## src/rtl/alu_pkg.sv

```systemverilog
// alu_pkg: shared op encodings, arbiter state and timeout default for alu_req_arbiter
package alu_pkg;
  localparam logic [1:0] OP_ADD = 2'b00;
  localparam logic [1:0] OP_SUB = 2'b01;
  localparam logic [1:0] OP_MUL = 2'b10;
  localparam logic [1:0] OP_DIV = 2'b11;
  localparam int TIMEOUT_CYCLES_DEFAULT = 32;
  typedef enum logic [1:0] {IDLE, ISSUE, WAIT, RESP} arb_state_t;
endpackage

```

## src/rtl/rr_arb2.sv

```systemverilog
// rr_arb2: two-way round-robin grant; ptr = 1 favours requester 1 on contention
module rr_arb2 (
  input  logic       clk,
  input  logic       reset,
  input  logic       en,
  input  logic [1:0] valid,
  output logic [1:0] grant
);
  logic ptr;
  always_comb begin
    grant[0] = en && valid[0] && (!valid[1] || !ptr);
    grant[1] = en && valid[1] && (!valid[0] || ptr);
  end
  always_ff @(posedge clk or posedge reset)
    if (reset) ptr <= 1'b0;
    else if (|grant) ptr <= grant[0];
endmodule

```

## src/rtl/alu_req_arbiter.sv

```systemverilog
// alu_req_arbiter: shares one ALU between two requesters with round-robin arbitration.
// Define ALU_ARB_TIMEOUT_EN to abort WAIT after TIMEOUT_CYCLES without alu_done.
module alu_req_arbiter
  import alu_pkg::*;
#(
  parameter int TIMEOUT_CYCLES = TIMEOUT_CYCLES_DEFAULT
) (
  input  logic        clk,
  input  logic        reset,
  input  logic        req0_valid,
  output logic        req0_ready,
  input  logic [7:0]  req0_a,
  input  logic [7:0]  req0_b,
  input  logic [1:0]  req0_op,
  input  logic        req1_valid,
  output logic        req1_ready,
  input  logic [7:0]  req1_a,
  input  logic [7:0]  req1_b,
  input  logic [1:0]  req1_op,
  output logic [7:0]  alu_a,
  output logic [7:0]  alu_b,
  output logic [1:0]  alu_op,
  output logic        alu_start,
  input  logic [15:0] alu_result,
  input  logic        alu_done,
  output logic        rsp_valid,
  input  logic        rsp_ready,
  output logic        rsp_id,
  output logic [15:0] rsp_data,
  output logic        rsp_err
);
  arb_state_t state, state_nx;
  logic [1:0] grant;
  logic accept, sel, div0, timeout;
  logic [7:0] sel_a, sel_b;
  logic [1:0] sel_op;

  if (TIMEOUT_CYCLES < 1) begin : g_bad_timeout
    $error("TIMEOUT_CYCLES must be at least 1");
  end

  rr_arb2 u_rr (
    .clk   (clk),
    .reset (reset),
    .en    (state == IDLE),
    .valid ({req1_valid, req0_valid}),
    .grant (grant)
  );

  assign accept = |grant;
  assign sel    = grant[1];
  assign sel_a  = sel ? req1_a : req0_a;
  assign sel_b  = sel ? req1_b : req0_b;
  assign sel_op = sel ? req1_op : req0_op;
  assign div0   = sel_op == OP_DIV && sel_b == 8'd0;

`ifdef ALU_ARB_TIMEOUT_EN
  localparam int CW = $clog2(TIMEOUT_CYCLES + 1);
  logic [CW-1:0] cnt;
  always_ff @(posedge clk or posedge reset)
    if (reset) cnt <= '0;
    else if (state == ISSUE) cnt <= '0;
    else if (state == WAIT) cnt <= cnt + CW'(1);
  // alu_done on the last allowed WAIT cycle still wins over the abort
  assign timeout = state == WAIT && !alu_done && cnt == CW'(TIMEOUT_CYCLES - 1);
`else
  assign timeout = 1'b0;
`endif

  always_ff @(posedge clk or posedge reset)
    if (reset) state <= IDLE;
    else state <= state_nx;

  always_comb begin
    state_nx = state;
    case (state)
      IDLE:    state_nx = accept ? (div0 ? RESP : ISSUE) : IDLE;
      ISSUE:   state_nx = WAIT;
      WAIT:    state_nx = (alu_done || timeout) ? RESP : WAIT;
      RESP:    state_nx = rsp_ready ? IDLE : RESP;
      default: state_nx = IDLE;
    endcase
  end

  always_comb begin
    alu_start  = state == ISSUE;
    rsp_valid  = state == RESP;
    req0_ready = grant[0];
    req1_ready = grant[1];
  end

  always_ff @(posedge clk or posedge reset)
    if (reset) begin
      alu_a    <= '0;
      alu_b    <= '0;
      alu_op   <= '0;
      rsp_id   <= 1'b0;
      rsp_data <= '0;
      rsp_err  <= 1'b0;
    end else if (accept) begin
      alu_a    <= sel_a;
      alu_b    <= sel_b;
      alu_op   <= sel_op;
      rsp_id   <= sel;
      rsp_data <= div0 ? 16'hFFFF : 16'h0000;
      rsp_err  <= div0;
    end else if (state == WAIT && (alu_done || timeout)) begin
      rsp_data <= alu_done ? alu_result : 16'h0000;
      rsp_err  <= !alu_done;
    end
endmodule

```

## config.mk

```make
export PLATFORM = sky130hd
export DESIGN_NAME = alu_req_arbiter
export DESIGN_NICKNAME = d
export VERILOG_FILES = /design/src/rtl/alu_pkg.sv /design/src/rtl/rr_arb2.sv /design/src/rtl/alu_req_arbiter.sv
export SDC_FILE = /design/constraint.sdc
export NUM_CORES = 1
export LEC_CHECK = 0
export BUFFER_PORTS_ARGS = -buffer_cell sky130_fd_sc_hd__buf_4
export CAP_MARGIN = 0
export CORE_MARGIN = 1
export CORE_UTILIZATION = 45
export DETAILED_ROUTE_END_ITERATION = 6
export GPL_TIMING_DRIVEN = 0
export PLACE_DENSITY = 0.8
export REMOVE_ABC_BUFFERS = 1
export SLEW_MARGIN = 25
export SYNTH_ARGS = -nofsm -noshare
export SYNTH_HDL_FRONTEND = slang
export SYNTH_HIERARCHICAL = 1
export SYNTH_SLANG_ARGS = --single-unit
export TNS_END_PERCENT = 100
```

## constraint.sdc

```tcl
create_clock -name clk -period 2.6 [get_ports clk]
set_input_delay 0.13 -clock clk [delete_from_list [all_inputs] [get_ports clk]]
set_output_delay 0.13 -clock clk [all_outputs]
set_load 0.03 [all_outputs]
```

==> impl_metrics.yaml, run 1 <==
status:
  status: "finished clean"
routing:
  route.met3.wl_um: 256
  wl_met2_um: 2740
  drt-met1-wl_um: 2010
  viasPerCell: 5.23
  drtIter0Drc: 106
  vias: 1742
  wl_um: 5070
  drtPass1Iterations: 4
  antenna_left: 0
  dr.max_layer_used: "met4"
  wl_per_cell_um: 15.2
  drc_errors: 0
critical_path:
  critical_path_peak_fanout: 34
  cp-start-kind: "flop"
  slowest_delay_ps: 470
  crit_type: "flop to flop"
  worst-path-buf-inv: 2
  crit_cells: 9
  crit_family: "simple AND/OR/NAND/NOR gates"
  arrival_ps: 2650
  cp-end-kind: "flop"
  worst_path_max_delay_cell: "dfrtp_1"
  path_cells: "nor2_2, nand2_1, a21oi_4, buf_16, or4b_1, o22ai_2, nand4_4, buf_12, o21ai_1"
  reg2reg_depth: 9
  required_ps: 2810
logic_synthesis:
  seq_area_frac_synth_pct: 52.6
  synthAdderAreaFrac_pct: 0
  synth_xor_xnor_area_share_pct: 0
  synth_compound_area_share_pct: 20.4
  netlist_area_um2: 1850
  ys_ff_latch: 39
  yosys-top-cells-area: "dfrtp_1, mux2i_1, o21ai_0"
  synthTopCellsByCount: "dfrtp_1, nand2_1, o21ai_0, a21oi_1, nor2_1"
  yosysTopAreaCellShare_pct: 52.6
  ys_async_sr_fraction_pct: 100
  synth_edf_count: 0
  synth_most_common_cell: "dfrtp_1"
  syn_inst: 185
  yosys_warnings: 6
  synth_top_family_by_area: "compound AO/OA/AOI/OAI gates"
  synth.avg_cell_area_um2: 10.0
  yosys-mux-area-fraction_pct: 10.5
  synth_simple_gate_area_share_pct: 12.6
  ys.flop_type: "dfrtp_1"
  yosysTopAreaCell: "dfrtp_1"
  synth_cell_type_count: 31
timing:
  max_freq_mhz: 411
  slew-limit-headroom_pct: 46.8
  drv_slew: 0
  worst_pin_slew_ps: 798
  hold_viol: 0
  min_period_ps: 2430
  setup_viol: 0
  skew_ps: 6.68
  setup_tns_ps: 0
  fin_crit_sh_pct: 93.6
die:
  dieArea_um2: 4380
  num_rows: 22
  die_x_um: 66.2
  core_um2: 3800
  start_util_pct: 48.8
  ios: 98
  die_h_um: 66.2
power_and_ir_drop:
  power.leakage_nw: 1.33
  ir_drop_uv: 704
  finalPower_mw: 3.46
  p_per_area_nw_per_um2: 1220
flow_run:
  cap_violations: 0
layout:
  antennaDiodeCount: 0
  final_nets: 342
  syn2layout_area_growth_pct: 52.3
  fin_util_pct: 74.3
  drive_gt1_share_pct: 45.6
global_route:
  grt_max_degree: 35
  grt_pass1_vias: 1735
  grt_pass1_wl_um: 8050
  grtUsageTotal_pct: 24.8
  grt_overflow: 0
  antenna_found_initial: 0
clock_network:
  tritoncts: "done"
  root_buffer: "clkbuf_8"
  clk_path_buf_depth: 2
  path_clk_slew_ps: 70
  h-tree-depth: 2
  cts.sinks: 39
  cts_buffers: 5
  clk_latency_ps: 290
placed_design:
  gp_congestion: 0.763
  hpwl_um: 3680
  port_buffers: 97
hold_path:
  whs_path_depth: 3
  hp-class: "primary input to flop"
[registers in the layout, summed over array words and instances, names as in the netlist]
register and flops:
alu_b 8, rsp_id 1, alu_a 8, state 2, alu_op 2, u_rr/ptr 1
rsp_err 1, rsp_data 16
[placed cells by master, fill, tap and decap left out, types with 2 or more instances in the layout]
cell / Yosys / routed
nor2_1: 18 / 17
a21oi_1: 18 / 16
inv_1: 5 / 4
clkbuf_8: 0 / 5
o21ai_0: 20 / 20
o21ai_1: 4 / 4
clkbuf_1: 6 / 2
dfrtp_1: 39 / 39
a21oi_4: 0 / 2
a21o_1: 2 / 2
mux2_2: 4 / 4
nor2b_1: 3 / 3
or4b_1: 2 / 2
buf_4: 0 / 98
mux2i_1: 15 / 15
nand2_1: 20 / 20
o21ai_2: 9 / 9
buf_16: 0 / 3
[cell families (layout without fill, tap and decap cells)]
| family | after synthesis | count (layout) |
|---|---|---|
| flip-flops | 39 | 39 |
| multiplexers | 19 | 19 |
| AO/OA/AOI/OAI | 61 | 61 |
| buffers and inverters | 16 | 116 |
| AND/OR/NAND/NOR | 50 | 50 |
[area by class of cell]
cell class,instances,area [um^2]
multi-input combinational,130,840
clock inverter,1,5.00
fill,290,975
timing repair buffer,103,848
sequential,39,976
clock buffer,7,76.3
tap,48,60.1
inverter,5,18.8
[per-layer routing]
metal  vias to the layer above  track usage, %
li1                        843               -
met4                         0            9.04
met5                         -               0
met3                         6            5.00
met1                       824            30.1
met2                        69            43.1
[stage by stage]
step / hold slack, ps / instances / worst slack, ps / instance area (um^2)
2_1_floorplan: -141 / 174 / -1240 / 1800
3_3_place_gp: -19.7 / 319 / -1720 / 2590
3_5_place_dp: -12.0 / 322 / -281 / 2690
4_1_cts: 35.8 / 332 / 15.9 / 2810
5_1_grt: 54.6 / 333 / -0.550 / 2820
6_report: 43.5 / 333 / 166 / 2820
[worst paths after layout]
kind | start | to | slack (ps)
max | state[1] | rsp_data[12] | 170
min | req1_a[3] | alu_a[3] | 40
max reg2reg | state[1] | rsp_data[12] | 170
min reg2reg | rsp_id | rsp_id | 490
max in group asynchronous | reset | rsp_data[1] | 1710
min in group asynchronous | reset | u_rr/ptr | 240
[report_power, final]
group          internal [mW]  switching [mW]
registers              0.908           0.187
clock network          0.188           0.210
logic                  0.779            1.18
[what timing repair did]
item / CTS / global route
setup endpoints to repair: 17 / 18
setup buffers: 1 / 1
hold buffers: 1 / 0
resized for setup: 1 / 1
hold endpoints to repair: 20 / 0
pin swaps: 1 / 0
[worst reg2reg max path: cells and delay by family (launching register included)]
kind,cells,cell delay (ps)
compound gates,3,540
buf+inv,2,420
flops,1,470
simple gates,4,930
Note: power is estimated with default switching activity, not from simulation.
==> run 2, diff against run 1 <==
- ABC_AREA: default -> 1
- CORE_UTILIZATION: 45 -> 46
==> impl_metrics.yaml, run 2 <==
status:
  status: "finished clean"
clock_network:
  tritoncts: "done"
  clk_path_buf_depth: 2
  path_clk_slew_ps: 80
  root_buffer: "clkbuf_8"
  clk_latency_ps: 290
  post_cts_buffers: 0
  cts_buffers: 5
  cts.sinks: 39
  h-tree-depth: 2
timing:
  skew_ps: 9.33
  slew-limit-headroom_pct: 66.1
  hold_viol: 0
  drv_slew: 0
  setup_viol: 0
  max_freq_mhz: 433
  rsz0062_at_grt: "no"
  worst_pin_slew_ps: 508
  min_period_ps: 2310
  fin_crit_sh_pct: 88.9
layout:
  reg.largest.list: "rsp_data x16, alu_a x8, alu_b x8"
  final_cell_mix: "buf_4, nand2_1, dfrtp_1"
  fin_util_pct: 70.3
  syn2layout_area_growth_pct: 44.4
  largest_reg_flops: 16
  final_common_cell: "buf_4"
  stdcell_count: 378
  final_nets: 385
  fillCellCount: 333
  drive_gt1_share_pct: 42.4
  antennaDiodeCount: 0
  max_flop_register: "rsp_data"
critical_path:
  worst_path_max_delay_cell: "dfrtp_1"
  crit_type: "flop to flop"
  slowest_delay_ps: 410
  cp-start-kind: "flop"
  arrival_ps: 2540
  crit_top_cell: "nand2_1"
  cp-end-kind: "flop"
  required_ps: 2830
  critical_path_peak_fanout: 18
  path_cells: "nor2_1, nand2_1, a21oi_4, buf_6, nand2_1, nand2_1, nand2_1, nor2_1, nand3_4, nand3_1, nand2_1, inv_1"
placed_design:
  gp_congestion: 0.783
  placed_cells: 368
  port_buffers: 97
  hpwl_um: 3550
logic_synthesis:
  ys.flop_type: "dfrtp_1"
  netlist_area_um2: 1970
  ys_ff_latch: 39
  synth_cell_type_count: 23
  synthTopCellsByCount: "nand2_1, dfrtp_1, nor2_1, a21oi_1, inv_1"
  yosys_warnings: 6
  yosysTopAreaCell: "dfrtp_1"
  synth_edf_count: 0
  yosysTopAreaCellShare_pct: 49.4
  yosys-top-cells-area: "dfrtp_1, a21oi_2, nand2_1"
  syn_inst: 230
  seq_area_frac_synth_pct: 49.4
  synth.avg_cell_area_um2: 8.58
  ys_async_sr_fraction_pct: 100
  synth_most_common_cell: "nand2_1"
global_route:
  antenna_found_initial: 0
  grt_pass1_wl_um: 7650
  grt_max_degree: 31
  grt_overflow: 0
  grt_pass1_vias: 1731
  grtUsageTotal_pct: 22.2
power_and_ir_drop:
  ir_drop_uv: 806
  p_per_area_nw_per_um2: 1300
  power.leakage_nw: 1.47
die:
  start_util_pct: 48.7
  die_x_um: 67.5
  num_rows: 23
  ios: 98
  dieArea_um2: 4560
  die_h_um: 67.5
  core_um2: 4060
hold_path:
  hp-class: "primary input to flop"
routing:
  drc_errors: 0
  antenna_left: 0
  wl_um: 5000
  drtIter0Drc: 82
  drtPass1Iterations: 4
  vias: 1838
  viasPerCell: 4.86
  wl_per_cell_um: 13.2
flow_run:
  cap_violations: 0
-- run 2: cell types whose count changed after synthesis, moves of 9 or more --
cell | previous run | this run
nand2_1 | 20 | 46
inv_1 | 5 | 26
a21oi_2 | 1 | 21
nor2_1 | 18 | 37
o21ai_0 | 20 | 1
mux2i_1 | 15 | 0
o21ai_2 | 9 | 0
-- run 2: kinds of logic (layout without fill, tap and decap cells) --
logic type	Yosys count	count (layout)	synth area share, %
flip-flops	39	39	49.4
buffers and inverters	39	136	10.3
AND/OR/NAND/NOR	91	92	19.9
AO/OA/AOI/OAI	61	61	20.4
-- run 2: worst max-delay path: cells and delay by family (launching register included) --
kind | cells | cell delay [ps]
AND/OR/NAND/NOR | 9 | 1260
flip-flops | 1 | 410
AO/OA/AOI/OAI | 1 | 300
buffers and inverters | 2 | 260
-- run 2: cell type report --
| type | count | area, um^2 | area share [%] |
|---|---|---|---|
| Multi-Input combinational cell | 153 | 813 | 28.5 |
| Clock inverter | 2 | 35.0 | 1.23 |
| Clock buffer | 6 | 82.6 | 2.90 |
| Tap cell | 50 | 62.6 | 2.19 |
| Inverter | 28 | 105 | 3.69 |
| Timing Repair Buffer | 100 | 777 | 27.2 |
| Sequential cell | 39 | 976 | 34.2 |
-- run 2: final timing paths --
path / cells past startpoint / from / end / slack [ps]
worst min-delay path: 2 / rsp_ready / state[1] / 40
worst max-delay path: 12 / state[1] / rsp_data[15] / 290
min in group asynchronous: 3 / reset / u_rr/ptr / 240
max in group asynchronous: 4 / reset / alu_op[1] / 1750
worst min register to register: 2 / u_rr/ptr / u_rr/ptr / 520
worst max register to register: 12 / state[1] / rsp_data[15] / 290
-- run 2: what timing repair did --
item | 4_1_cts | 5_1_grt
endpoints found under the hold margin | 17 | 0
hold buffers | 1 | 0
endpoints found under the setup margin | 0 | 9
gates resized for setup | 0 | 1
-- run 2: layer usage --
metal	wire (um)	track usage, %	vias up
met5	0	0	-
met4	119	9.57	0
met1	2110	26.7	853
met2	2570	37.9	41
li1	-	-	931
met3	201	4.90	13
-- run 2: power breakdown --
part,switching (mW),internal [mW]
registers,0.170,0.919
clock network,0.213,0.311
logic,1.32,0.774
total,1.70,2.00
-- run 2: stage by stage --
stage / hold WS (ps) / cell area [um^2] / TNS [ps] / worst slack [ps] / power (mW)
after floorplan: -141 / 1880 / -9000 / -487 / 2.44
final: 40.4 / 2850 / 0 / 289 / 3.70
after global routing: 45.1 / 2850 / 0 / 14.2 / 3.95
after CTS: 37.1 / 2840 / 0 / 192 / 3.71
after detailed placement: -11.8 / 2710 / 0 / 216 / 3.19
after global placement: -19.0 / 2670 / -22060 / -901 / 3.12
